==> config.mk <==
export PLATFORM = sky130hd
export DESIGN_NAME = io_port_bridge_flat
export DESIGN_NICKNAME = d
export VERILOG_FILES = /design/src/rtl/io_port_bridge_if.sv /design/src/rtl/io_port_bridge.sv /design/src/flat_wrapper.sv
export SDC_FILE = /design/constraint.sdc
export NUM_CORES = 1
export LEC_CHECK = 0
export CAP_MARGIN = 20
export CORE_ASPECT_RATIO = 0.9
export CORE_MARGIN = 1.5
export CORE_UTILIZATION = 50
export CTS_CLUSTER_SIZE = 8
export DETAILED_ROUTE_END_ITERATION = 12
export GPL_ROUTABILITY_DRIVEN = 0
export PLACE_DENSITY_LB_ADDON = 0.05
export SLEW_MARGIN = 20
export SYNTH_ARGS = -nofsm -noshare
export SYNTH_HDL_FRONTEND = slang
export SYNTH_SLANG_ARGS = --single-unit
==> constraint.sdc <==
create_clock -name clk -period 3.6 [get_ports clk]
set_input_delay 0.36 -clock clk [delete_from_list [all_inputs] [get_ports clk]]
set_output_delay 0.36 -clock clk [all_outputs]
set_load 0.02 [all_outputs]
==> src/rtl/io_port_bridge_if.sv <==
// io_port_bridge_if
//  Bundles the CPU port pair and the two host streams of io_port_bridge.
//  slave  : the bridge side (drives cpu_in, host_in_ready, host_out_*, level, overflow)
//  master : the CPU/host side (drives cpu_out, host_in_data/valid, host_out_ready)
//  DEPTH must match the bridge's DEPTH; it sizes the level field.
interface io_port_bridge_if #(
    parameter int DEPTH = 8
);
    logic [15:0]              cpu_out;
    logic [15:0]              cpu_in;
    logic [15:0]              host_in_data;
    logic                     host_in_valid;
    logic                     host_in_ready;
    logic [15:0]              host_out_data;
    logic                     host_out_valid;
    logic                     host_out_ready;
    logic [$clog2(DEPTH):0]   level;
    logic                     overflow;

    modport slave (
        input  cpu_out, host_in_data, host_in_valid, host_out_ready,
        output cpu_in, host_in_ready, host_out_data, host_out_valid, level, overflow
    );

    modport master (
        output cpu_out, host_in_data, host_in_valid, host_out_ready,
        input  cpu_in, host_in_ready, host_out_data, host_out_valid, level, overflow
    );
endinterface

==> src/rtl/io_port_bridge.sv <==
// io_port_bridge
//  Host-side counterpart of the CPU's 16-bit in/out ports.
//  Input path : host valid/ready words are loaded into cpu_in and held for HOLD
//               cycles before the next word is accepted.
//  Output path: every change on cpu_out is queued in a DEPTH-entry FIFO and
//               presented to the host as a show-ahead valid/ready stream.
// Ports
//  clk   : single clock, rising edge
//  reset : synchronous, active-low
//  bus   : io_port_bridge_if.slave (cpu_out/cpu_in, host_in_*, host_out_*,
//          level = FIFO occupancy 0..DEPTH, overflow = sticky drop flag)
module io_port_bridge #(
    parameter int          DEPTH      = 8,
    parameter int          HOLD       = 4,
    parameter logic [15:0] IN_DEFAULT = 16'h0000
) (
    input logic               clk,
    input logic               reset,
    io_port_bridge_if.slave   bus
);
    localparam int AW = $clog2(DEPTH);
    localparam int HW = (HOLD > 0) ? $clog2(HOLD + 1) : 1;

    logic [15:0]   cpu_in_q;
    logic [HW-1:0] hold_cnt;
    logic [15:0]   last_seen;
    logic          armed;
    logic [AW-1:0] rd_ptr;
    logic [AW-1:0] wr_ptr;
    logic [AW:0]   level_q;
    logic          overflow_q;
    logic [15:0]   mem [DEPTH];

    logic accept;
    logic push;
    logic pop;
    logic full;
    logic nonempty;
    logic wr_en;

    assign nonempty = (level_q != '0);
    assign full     = (level_q == (AW + 1)'(DEPTH));
    assign accept   = bus.host_in_valid && (hold_cnt == '0);
    // cpu_out has no strobe; any difference from the previous edge is a word.
    assign push     = armed && (bus.cpu_out != last_seen);
    assign pop      = nonempty && bus.host_out_ready;
    // When full, a simultaneous pop frees the slot being written (wr_ptr==rd_ptr).
    assign wr_en    = push && (!full || pop);

    assign bus.cpu_in         = cpu_in_q;
    assign bus.host_in_ready  = (hold_cnt == '0);
    assign bus.host_out_valid = nonempty;
    assign bus.host_out_data  = nonempty ? mem[rd_ptr] : 16'h0000;
    assign bus.level          = level_q;
    assign bus.overflow       = overflow_q;

    always_ff @(posedge clk) begin
        if (!reset) begin
            cpu_in_q   <= IN_DEFAULT;
            hold_cnt   <= '0;
            last_seen  <= '0;
            armed      <= 1'b0;
            rd_ptr     <= '0;
            wr_ptr     <= '0;
            level_q    <= '0;
            overflow_q <= 1'b0;
        end else begin
            // Input path
            if (accept) begin
                cpu_in_q <= bus.host_in_data;
                hold_cnt <= HW'(HOLD);
            end else if (hold_cnt != '0) begin
                hold_cnt <= hold_cnt - 1'b1;
            end

            // Change detector: the first edge only captures the baseline.
            last_seen <= bus.cpu_out;
            armed     <= 1'b1;

            // FIFO pointers and occupancy
            if (wr_en) wr_ptr <= wr_ptr + 1'b1;
            if (pop)   rd_ptr <= rd_ptr + 1'b1;
            case ({wr_en, pop})
                2'b10:   level_q <= level_q + 1'b1;
                2'b01:   level_q <= level_q - 1'b1;
                default: level_q <= level_q;
            endcase
            if (push && full && !pop) overflow_q <= 1'b1;
        end
    end

    // Storage is not reset; level/pointers define what is valid.
    always_ff @(posedge clk) begin
        if (reset && wr_en) mem[wr_ptr] <= bus.cpu_out;
    end
endmodule

==> src/flat_wrapper.sv <==
// flat-port wrapper written by rule: the top's interface ports become plain ports
module io_port_bridge_flat 
#(
    parameter int          DEPTH      = 8,
    parameter int          HOLD       = 4,
    parameter logic [15:0] IN_DEFAULT = 16'h0000
)
  (clk, reset, bus_cpu_out, bus_host_in_data, bus_host_in_valid, bus_host_out_ready, bus_cpu_in, bus_host_in_ready, bus_host_out_data, bus_host_out_valid, bus_level, bus_overflow);
  io_port_bridge_if #(.DEPTH(DEPTH)) bus_i ();
  input logic clk;
  input logic reset;
  input wire logic [$bits(bus_i.cpu_out)-1:0] bus_cpu_out;
  input wire logic [$bits(bus_i.host_in_data)-1:0] bus_host_in_data;
  input wire logic [$bits(bus_i.host_in_valid)-1:0] bus_host_in_valid;
  input wire logic [$bits(bus_i.host_out_ready)-1:0] bus_host_out_ready;
  output wire logic [$bits(bus_i.cpu_in)-1:0] bus_cpu_in;
  output wire logic [$bits(bus_i.host_in_ready)-1:0] bus_host_in_ready;
  output wire logic [$bits(bus_i.host_out_data)-1:0] bus_host_out_data;
  output wire logic [$bits(bus_i.host_out_valid)-1:0] bus_host_out_valid;
  output wire logic [$bits(bus_i.level)-1:0] bus_level;
  output wire logic [$bits(bus_i.overflow)-1:0] bus_overflow;
  assign bus_i.cpu_out = bus_cpu_out;
  assign bus_i.host_in_data = bus_host_in_data;
  assign bus_i.host_in_valid = bus_host_in_valid;
  assign bus_i.host_out_ready = bus_host_out_ready;
  assign bus_cpu_in = bus_i.cpu_in;
  assign bus_host_in_ready = bus_i.host_in_ready;
  assign bus_host_out_data = bus_i.host_out_data;
  assign bus_host_out_valid = bus_i.host_out_valid;
  assign bus_level = bus_i.level;
  assign bus_overflow = bus_i.overflow;
  io_port_bridge #(.DEPTH(DEPTH), .HOLD(HOLD), .IN_DEFAULT(IN_DEFAULT)) u_core (.clk(clk), .reset(reset), .bus(bus_i));
endmodule
# Word level (Yosys, flattened, before mapping)
# Memory sizes are Yosys's and may differ from the RTL's. A register that Yosys moved wholly into a read port is not among the register bits.
# Cells that the tools add are included.
# word_totals
ff_bits	47
latchBits	0
mem_bits_rw	128
mem_bits_ro	0
inputBits	36
output_inout_bits	39
elab_cells	45
memories	1
# memory_table
memory	words	word_bits	rd	rd_clocked_by_memory_dff	wr	line_no	source
u_core.mem	8	16	1	1	1	io_port_bridge.sv:32	logic [15:0] mem [DEPTH];
# op_classes
add_sub_neg	5
multipliers	0
n_div	0
order_cmp	0
n_eq_ne	4
n_shift	0
mux	9
n_bitwise	1
n_reduce_logical	16
# op_table
operator	n
$mux 16	1
$ne 16x16->1	1
$mux 3	4
$pmux 4 s2	1
$logic_and 1x1->1	7
$add 3x1->3 const B	2
$add 4x1->4 const B	1
$eq 4x4->1 const B	1
$reduce_bool 2->1	2
$reduce_bool 4->1	1
$sub 4x1->4 const B	1
$logic_not 3->1	1
$mux 1	3
$reduce_bool 3->1	1
$sub 3x1->3 const B	1
$eq 2x1->1 const B	1
$eq 2x2->1 const B	1
$logic_not 1->1	2
$reduce_or 2->1	1
$logic_or 1x1->1	1
$not 1->1	1

# Depth between registers and ports, before layout
# Gate-level depths: netlist of the first run.
# logic_depth
word_depth	7
depth_mapped	12
depth_no_buf	11

# Worst setup path before layout of the first run
# OpenSTA, ideal clock, no wires.
# synth_path
kind	reg-to-reg
from	register u_core.level_q[0], in the netlist u_core.bus.level[0]
to	memory u_core.mem[1][0], enable pin
setup_ns	0.430
arrival_ns	2.666
t_required_ns	3.170
slack_ns	0.504
path_stages_with_launch	6
path_buffers	1
period_less_slack_ns	3.096
cell_sequence	dfxtp_1 nor3_1 nand3b_1 nand3_1 buf_4 nor4_1
# synth_via
elab_chain_len	7
word_cells_on_any_way	9
classes_between	eq/ne: 1; mux: 2; reduce/logical: 6
# synth_lines
element	line_no	source
start: declaration	io_port_bridge.sv:30	logic [AW:0] level_q;
start signal: assignment	io_port_bridge.sv:84	2'b10: level_q <= level_q + 1'b1;
start signal: assignment	io_port_bridge.sv:85	2'b01: level_q <= level_q - 1'b1;
start signal: assignment	io_port_bridge.sv:86	default: level_q <= level_q;
$eq 4x4->1 / $reduce_bool 4->1 (equally long branches)	io_port_bridge.sv:42, io_port_bridge.sv:41	
$logic_not 1->1 / $logic_and 1x1->1 (equally long branches)	io_port_bridge.sv:48, io_port_bridge.sv:46	
$logic_or 1x1->1 (*)	io_port_bridge.sv:48	assign wr_en = push && (!full || pop);
$logic_and 1x1->1 (*)	io_port_bridge.sv:48	
$logic_and 1x1->1 (*)	io_port_bridge.sv:94	if (reset && wr_en) mem[wr_ptr] <= bus.cpu_out;
$mux 1 (*)	io_port_bridge.sv:94	
$mux 1 (not written as such) (*)	io_port_bridge.sv:94	
end: declaration	io_port_bridge.sv:32	
# Mark *: on every way between the ends. The rest lies on a longest branch, timed or not.

==> impl_metrics.json, run 1 <==
{
  "worst_slack_ps": 575,
  "die_h_um": 115,
  "maxCapViolations": 0,
  "ys_warn_count": 0,
  "power_mw": 5.97,
  "powerDensity_mw_per_mm2": 698,
  "final_layout_size_suffix_gt1_share_pct": 18.6,
  "synth_area_mm2": 0.00691,
  "synth_edf_count": 128,
  "max_freq_mhz": 331,
  "synthArstFlopShare_pct": 0,
  "crit_end": "bus_host_out_data[7]",
  "layout_min_cycle_time_ps": 3020,
  "routed_via_density": 5.44,
  "start_kind": "register",
  "post_cts_resized": 0,
  "cts_tree": "done",
  "p_leak_nw": 2.91,
  "ir_drop_mv": 0.387,
  "synthCells": 427,
  "synth_top_cell_area_share_pct": 55.6,
  "max-clock-path-buffers": 2,
  "crit_cells": 5,
  "final_common_cell": "edfxtp_1",
  "routedWlPerCell_um": 19.5,
  "r2r_end": "u_core.bus.level[3]",
  "synth_nets": 471,
  "worst-setup-path-type": "reg2out",
  "end_kind": "output pin",
  "synth_area_leader_cell": "edfxtp_1",
  "fillerInstances": 974,
  "critical-path-top-delay-family": "buffers and inverters",
  "netSwitchingPower_mw": 1.77,
  "antenna_found_initial": 0,
  "synth.distinct_cells": 36,
  "combPwrFrac_pct": 29.6,
  "hold_viol_final": 0,
  "rows": 40,
  "slew_viol_final": 0,
  "cp_num_buf_inv": 2,
  "vias": 3843,
  "status": "completed",
  "max_slew_margin_pct": 45.6,
  "timing.setup.tns_ps": 0,
  "clkTransAtPathRegs_ps": 60,
  "pre_cts_ws_ps": 117,
  "pwr-share-clk_pct": 29.2,
  "grt-ovfl-total": 0,
  "ys_seq_area_share_pct": 70.1,
  "drt_first_pass_iters": 4,
  "track_usage_pct": 20.4,
  "boundaryPins": 75,
  "fp.dieW_um": 127,
  "final_nets": 569,
  "fin_cells": 706,
  "finalCritPeriodShare_pct": 84.0,
  "grt_pass1_wl_um": 21600,
  "hold_path_class": "reg2reg",
  "fin_skew_ps": 9.56,
  "critical_path_arrival_ps": 2660,
  "drtIter0Drc": 207,
  "n_antenna_cell": 0,
  "dieArea_mm2": 0.0145,
  "cts_hold_buf": 0,
  "placed_area_mm2": 0.00800,
  "port_buffers": 74,
  "synth.avg_cell_area_um2": 16.2,
  "layout_common_cells": "edfxtp_1 (128), clkdlybuf4s50_1 (74), dfxtp_1 (49), nand2_1 (38), mux4_2 (32)",
  "r2r_slack_ps": 900,
  "ff2ff_path_depth": 11,
  "drc": 0,
  "synth_ff_type": "edfxtp_1",
  "final-setup-viol-count": 0,
  "worstMarginPinSlew_ps": 809,
  "grt_pass1_vias": 3935,
  "final_area_mm2": 0.00855,
  "critPathMaxStageDelay_ps": 610,
  "dpl.cell_count": 674,
  "r2r_start": "u_core.last_seen[14]",
  "synth_seq_cells": 178,
  "worstPathMaxFanout": 22,
  "power_frac_seq_pct": 41.2,
  "cts_made_buffers": 17,
  "critical_path.cell_chain": "buf_12 -> mux4_2 -> mux2i_1 -> nor2_1 -> clkdlybuf4s50_1",
  "initial_utilization_pct": 51.5,
  "p_int_mw": 4.20,
  "core_mm2": 0.0134,
  "clk_latency_ps": 430,
  "hold_ws_ps": 454,
  "final_util_pct": 63.7,
  "antenna_left": 0,
  "hpwl_um": 8860,
  "swShare_pct": 29.6,
  "slowest_stage": "dfxtp_2",
  "wirelength_um": 13800,
  "grt_max_degree": 29,
  "postCtsSetupRepairBufs": 0,
  "required_ps": 3240,
  "h-tree-depth": 4,
  "synth_area_leaders": "edfxtp_1 (56%), dfxtp_1 (14%), mux4_2 (10%), mux2i_1 (2.9%), xor2_1 (2.3%)",
  "rsz0062_at_grt": "false",
  "area_growth_pct": 23.7,
  "clock_tree.root_cell": "clkbuf_16",
  "cts.sinks": 178
}
==> power by group through the flow <==
stage / clock network (mW) / registers [mW] / logic (mW)
after global routing: 1.86 / 2.48 / 1.92
final: 1.74 / 2.46 / 1.77
after CTS: 1.78 / 2.46 / 1.80
after floorplan: 0 / 2.51 / 1.10
after global placement: 0 / 2.50 / 1.77
after detailed placement: 0 / 2.50 / 1.79
==> worst min-delay path, cell delays in order, from the launching register on <==
cell     delay [ps]
dfxtp_1         310
nand2_1          50
a21oi_1          50
==> synthesized netlist by cell type (2+ instances only) <==
library cell / instances
edfxtp_1: 128
dfxtp_1: 50
nand2_1: 38
mux4_2: 32
nor2_1: 30
a21oi_1: 21
mux2i_1: 20
xor2_1: 18
and2_1: 17
nor4_1: 10
ha_1: 7
inv_1: 7
clkbuf_1: 6
buf_1: 5
buf_2: 4
buf_6: 4
inv_2: 3
nor2b_1: 3
nor3_1: 3
a211oi_1: 2
a31oi_1: 2
nand3_1: 2
nand4_1: 2
==> cell type report <==
cell class	instances	area, um^2	area share [%]
Timing Repair Buffer	99	941	11.0
Tap cell	168	210	2.46
Inverter	10	37.5	0.439
Multi-Input combinational cell	219	1960	22.9
Clock buffer	20	437	5.11
Clock inverter	12	116	1.36
Sequential cell	178	4850	56.7
==> flip-flops by register name, summed over array words and instances, names as in the netlist, named ones only <==
name and count:
u_core.last_seen 16, u_core.rd_ptr 3, u_core.hold_cnt 3, u_core.bus.overflow 1
u_core.bus.level 4, u_core.armed 1, u_core.wr_ptr 3, u_core.bus.cpu_in 16
u_core.mem 128
==> worst min path at each step <==
| stage | start | endpoint | slack (ps) | depth (start not counted) |
|---|---|---|---|---|
| 3_5_place_dp | u_core.bus.cpu_in[0] | u_core.bus.cpu_in[0] | 450 | 2 |
| 2_1_floorplan | reset | u_core.armed | 390 | 0 |
| 5_1_grt | bus_host_in_data[7] | u_core.bus.cpu_in[7] | 480 | 3 |
| 4_1_cts | u_core.bus.cpu_in[0] | u_core.bus.cpu_in[0] | 460 | 2 |
| 6_report | u_core.bus.cpu_in[8] | u_core.bus.cpu_in[8] | 450 | 2 |
| 3_3_place_gp | u_core.bus.cpu_in[12] | u_core.bus.cpu_in[12] | 440 | 2 |
==> cell families (layout without fill, tap and decap cells) <==
kind of cell,count (synthesis),count (layout),share of synthesized area [%]
adders and majority gates,8,8,1.56
DFF,178,178,70.1
xor gates and xnor gates,21,21,2.88
AOI/OAI and AO/OA,27,27,2.10
muxes,52,52,13.3
and+or+nand+nor,111,111,7.84
buffers and inverters,30,141,2.19
==> metal layers <==
metal	vias to the layer above	global-route usage, %	routed length [um]
li1	1791	-	-
met1	1948	28.4	6370
met2	90	31.4	6620
met3	14	4.95	634
met4	0	7.65	145
met5	-	0	0
Power figures use the tool's default switching activity.
==> run 2: changes to the inputs <==
==> constraint.sdc (replaced) <==
create_clock -name clk -period 2.4 [get_ports clk]
set_input_delay 0.24 -clock clk [delete_from_list [all_inputs] [get_ports clk]]
set_output_delay 0.24 -clock clk [all_outputs]
set_load 0.02 [all_outputs]
==> impl_metrics.json, run 2 (synthesized netlist as in run 1, its figures left out) <==
{
  "status": "complete, but fails checks",
  "violations": "negative setup slack",
  "track_usage_pct": 21.3,
  "slew_viol_final": 0,
  "critical_path_arrival_ps": 2930,
  "grt-ovfl-total": 0,
  "grt_max_degree": 29,
  "core_mm2": 0.0134,
  "layout_min_cycle_time_ps": 2590,
  "final_nets": 602,
  "area_growth_pct": 31.7,
  "clkTransAtPathRegs_ps": 60,
  "power_frac_seq_pct": 39.9,
  "drc": 0,
  "clock_tree.root_cell": "clkbuf_16",
  "fin_cells": 739,
  "pwr-share-clk_pct": 28.5,
  "p_int_mw": 6.46,
  "cts_made_buffers": 17,
  "port_buffers": 74,
  "fp.dieW_um": 127,
  "p_leak_nw": 3.18,
  "dpl.cell_count": 701,
  "worst-setup-path-type": "reg2reg",
  "max_freq_mhz": 386,
  "final_layout_size_suffix_gt1_share_pct": 26.8,
  "die_h_um": 115,
  "n_antenna_cell": 0,
  "antenna_left": 0,
  "hold_path_class": "in2reg",
  "max_slew_margin_pct": 61.4,
  "cts_tree": "done",
  "routedWlPerCell_um": 20.0,
  "h-tree-depth": 4,
  "wirelength_um": 14800,
  "top_register": "u_core.mem",
  "timing.setup.tns_ps": -285,
  "boundaryPins": 75,
  "hpwl_um": 9330,
  "final_common_cell": "edfxtp_1",
  "antenna_found_initial": 0,
  "end_kind": "register",
  "worstPathMaxFanout": 2,
  "dieArea_mm2": 0.0145,
  "fin_skew_ps": 6.52,
  "grt_pass1_wl_um": 22500,
  "regArea_mm2": 0.00486,
  "layout_common_cells": "edfxtp_1 (128), clkdlybuf4s50_1 (55), dfxtp_1 (45), buf_4 (42), nand2_1 (38)",
  "largest_reg_flops": 128,
  "finalCritPeriodShare_pct": 108,
  "final-setup-viol-count": 3,
  "start_kind": "register",
  "powerDensity_mw_per_mm2": 1020,
  "final_util_pct": 67.9,
  "routed_via_density": 5.40,
  "maxCapViolations": 0,
  "clk_latency_ps": 420,
  "swShare_pct": 30.2,
  "multi_input_area_mm2": 0.00208,
  "drtIter0Drc": 290,
  "netSwitchingPower_mw": 2.79,
  "initial_utilization_pct": 51.5,
  "hold_viol_final": 0,
  "worst_slack_ps": -187,
  "combPwrFrac_pct": 31.5,
  "rsz0062_at_grt": "true",
  "ir_drop_mv": 0.645,
  "worstMarginPinSlew_ps": 579,
  "cts_hold_buf": 0,
  "drt_first_pass_iters": 4,
  "cts.sinks": 178,
  "max-clock-path-buffers": 2,
  "rows": 40,
  "vias": 3991,
  "grt_pass1_vias": 4018,
  "required_ps": 2740,
  "fillerInstances": 950
}
-- run 2: changes by cell type in the layout (fill, tap and decap cells not counted), sizes merged --
cell,delta
dlymetal6s2s,+3
buf,+31
clkdlybuf4s50,-19
clkinv,-5
clkdlybuf4s15,+5
dlygate4sd2,+6
clkbuf,+8
clkinvlp,+4
-- run 2: through the flow --
step | setup WS (ps) | cell area (um^2) | power, mW | hold slack (ps)
floorplan | -650 | 6930 | 5.43 | 268
global placement | -795 | 8370 | 6.57 | 442
detailed placement | -890 | 8370 | 6.62 | 452
CTS | -163 | 8950 | 9.15 | 349
global route | -277 | 9100 | 9.67 | 208
finish | -187 | 9100 | 9.26 | 222
-- run 2: what timing repair did --
action,in CTS,in global routing
gates cloned,0,3
endpoints found under the setup margin,19,25
pin swaps,7,8
setup buffers,1,2
gates resized for setup,21,30
-- run 2: worst max-delay path, cell delays in order (launching register included) --
cell     delay [ps]
dfxtp_2         330
xor2_2          180
nor4_4          320
buf_4           150
nand4_1         150
nand3_2         170
ha_4            160
ha_4            190
a21o_1          170
a21oi_2         150
xnor2_1          90
or3_1           310
a21oi_1         150
-- run 2: layer usage --
metal	global-route usage (%)	wire [um]
met5	0	0
met4	5.91	117
met3	4.86	711
met2	32.9	6970
met1	30.8	7010
-- run 2: final timing paths --
path / start / to / slack [ps] / cells after the start
max: u_core.last_seen[14] / u_core.bus.level[3] / -190 / 12
min reg2reg: u_core.bus.cpu_in[13] / u_core.bus.cpu_in[13] / 460 / 2
min: bus_cpu_out[14] / u_core.mem[7][14] / 220 / 1
max reg2reg: u_core.last_seen[14] / u_core.bus.level[3] / -190 / 12
-- run 2: power by group through the flow --
stage          Combinational, mW  Clock [mW]  Sequential [mW]
2_1_floorplan               1.65           0             3.78
3_3_place_gp                2.87           0             3.70
3_5_place_dp                2.90           0             3.72
4_1_cts                     2.80        2.69             3.65
5_1_grt                     3.14        2.82             3.72
6_report                    2.92        2.64             3.70
-- run 2: area by class of cell --
class | instances | share of cell area [%]
sequential | 178 | 53.3
multi-input combinational | 219 | 22.9
timing repair buffer | 132 | 14.9
clock buffer | 21 | 4.95
tap | 168 | 2.31
clock inverter | 11 | 1.25
inverter | 10 | 0.412
==> run 3: changes to the inputs <==
--- a/config.mk
+++ b/config.mk
@@ -8,7 +8,7 @@
 export CAP_MARGIN = 20
 export CORE_ASPECT_RATIO = 0.9
 export CORE_MARGIN = 1.5
-export CORE_UTILIZATION = 50
+export CORE_UTILIZATION = 30
 export CTS_CLUSTER_SIZE = 8
 export DETAILED_ROUTE_END_ITERATION = 12
 export GPL_ROUTABILITY_DRIVEN = 0
==> impl_metrics.json, run 3 (synthesized netlist as in run 1, its figures left out) <==
{
  "status": "complete, but fails checks",
  "violations": "negative setup slack",
  "combPwrFrac_pct": 30.8,
  "routedWlPerCell_um": 18.8,
  "holdPathStages": 1,
  "critical_path_arrival_ps": 2870,
  "drt_first_pass_iters": 5,
  "drc": 0,
  "min_to": "u_core.mem[5][1]",
  "grt_max_degree": 33,
  "antenna_left": 0,
  "layout_common_cells": "edfxtp_1 (128), clkdlybuf4s50_1 (56), buf_4 (50), dfxtp_1 (45), nand2_1 (38)",
  "required_ps": 2750,
  "final_layout_size_suffix_gt1_share_pct": 28.8,
  "gr-max-usage-layer": "met2",
  "maxCapViolations": 0,
  "pre_cts_ws_ps": -846,
  "cts_hold_buf": 0,
  "worst-setup-path-type": "reg2reg",
  "grt-ovfl-total": 0,
  "track_usage_pct": 14.5,
  "ff2ff_path_depth": 12,
  "hold_ws_ps": 260,
  "antenna_found_initial": 0,
  "largest_reg_flops": 128,
  "clock_tree.root_cell": "clkbuf_16",
  "use_met1_pct": 19.5,
  "met3_usage_pct": 3.75,
  "fillerInstances": 2067,
  "r2r_end": "u_core.bus.level[3]",
  "routed_via_density": 4.58,
  "power_frac_seq_pct": 38.3,
  "p_leak_nw": 3.19,
  "grt_pass1_vias": 4215,
  "cts.sinks": 178,
  "r2r_start": "u_core.last_seen[10]",
  "layout_min_cycle_time_ps": 2520,
  "worstPathMaxFanout": 2,
  "finalCritPeriodShare_pct": 105,
  "area_growth_pct": 33.1,
  "hpwl_um": 10600,
  "ir_drop_mv": 0.503,
  "clk_latency_ps": 420,
  "swShare_pct": 30.3,
  "core_mm2": 0.0226,
  "powerDensity_mw_per_mm2": 1040,
  "max_freq_mhz": 397,
  "final-setup-viol-count": 1,
  "final_common_cell": "edfxtp_1",
  "start_kind": "register",
  "n_antenna_cell": 0,
  "hold_path_class": "in2reg",
  "rsz0062_at_grt": "true",
  "p_int_mw": 6.67,
  "placed_area_mm2": 0.00844,
  "end_kind": "register",
  "final_area_mm2": 0.00920,
  "pwr-share-clk_pct": 30.9,
  "fin_skew_ps": 9.03,
  "rows": 52,
  "boundaryPins": 75,
  "use_met2_pct": 23.5,
  "max-clock-path-buffers": 2,
  "power_mw": 9.56,
  "worstMarginPinSlew_ps": 563,
  "hold_viol_final": 0,
  "netSwitchingPower_mw": 2.90,
  "slew_viol_final": 0,
  "initial_utilization_pct": 30.6,
  "h-tree-depth": 4,
  "wirelength_um": 16300,
  "dieArea_mm2": 0.0240,
  "cts_made_buffers": 17,
  "fp.dieW_um": 163,
  "top_register": "u_core.mem",
  "die_h_um": 147,
  "vias": 3975,
  "timing.setup.tns_ps": -121,
  "min_from": "bus_cpu_out[1]",
  "r2r_slack_ps": -120,
  "drtIter0Drc": 182,
  "clkTransAtPathRegs_ps": 70,
  "cts_tree": "done",
  "worst_slack_ps": -121,
  "final_nets": 601,
  "max_slew_margin_pct": 62.4,
  "port_buffers": 74,
  "grt_pass1_wl_um": 25000
}
## run 3: through the flow
stage / cells / util, %
2_1_floorplan: 427 / -
3_3_place_gp: 832 / 37.4
3_5_place_dp: 832 / 37.4
4_1_cts: 867 / 40.7
5_1_grt: 867 / 40.7
6_report: 867 / 40.7
## run 3: repair_timing
item	CTS	global route
pin swaps	8	1
gates resized for setup	46	25
endpoints found under the setup margin	19	40
gates cloned	2	0
buffers inserted	1	0
## run 3: final cells by class
class | instances | area [um^2] | share of cell area, %
clock buffers | 18 | 429 | 4.67
clock inverters | 14 | 198 | 2.15
inverters | 10 | 37.5 | 0.408
multi-input cells | 219 | 2080 | 22.6
flip-flops and latches | 178 | 4860 | 52.8
well taps | 297 | 372 | 4.04
repair buffers | 131 | 1220 | 13.3
## run 3: worst max path at each step
stage,startpoint,endpoint,cells after the start
6_report,u_core.last_seen[10],u_core.bus.level[3],12
4_1_cts,u_core.last_seen[10],u_core.bus.level[3],12
2_1_floorplan,u_core.bus.level[0],u_core.mem[2][0],5
5_1_grt,u_core.last_seen[10],u_core.bus.level[3],12
3_5_place_dp,bus_cpu_out[14],u_core.bus.level[3],13
3_3_place_gp,bus_cpu_out[14],u_core.bus.level[3],13
## run 3: power groups by stage
stage / clock [mW] / combinational (mW) / sequential, mW
finish: 2.95 / 2.95 / 3.66
global route: 3.16 / 3.21 / 3.69
CTS: 3.03 / 3.04 / 3.66
detailed placement: 0 / 2.96 / 3.71
global placement: 0 / 2.96 / 3.70
floorplan: 0 / 1.65 / 3.78
## run 3: layer usage
layer	vias up	share of wire, %
met5	-	0
met4	0	0.81
met3	11	3.7
li1	1846	-
met1	2043	47
met2	75	48
## run 3: critical path, cell delays in order (launching register included)
cell	delay, ps
dfxtp_2	330
xor2_2	180
nor4_4	350
buf_4	160
nand4_1	120
nand3_2	140
ha_4	140
ha_1	210
a21o_1	160
a21oi_2	130
xnor2_1	90
or3_1	320
a21oi_2	120
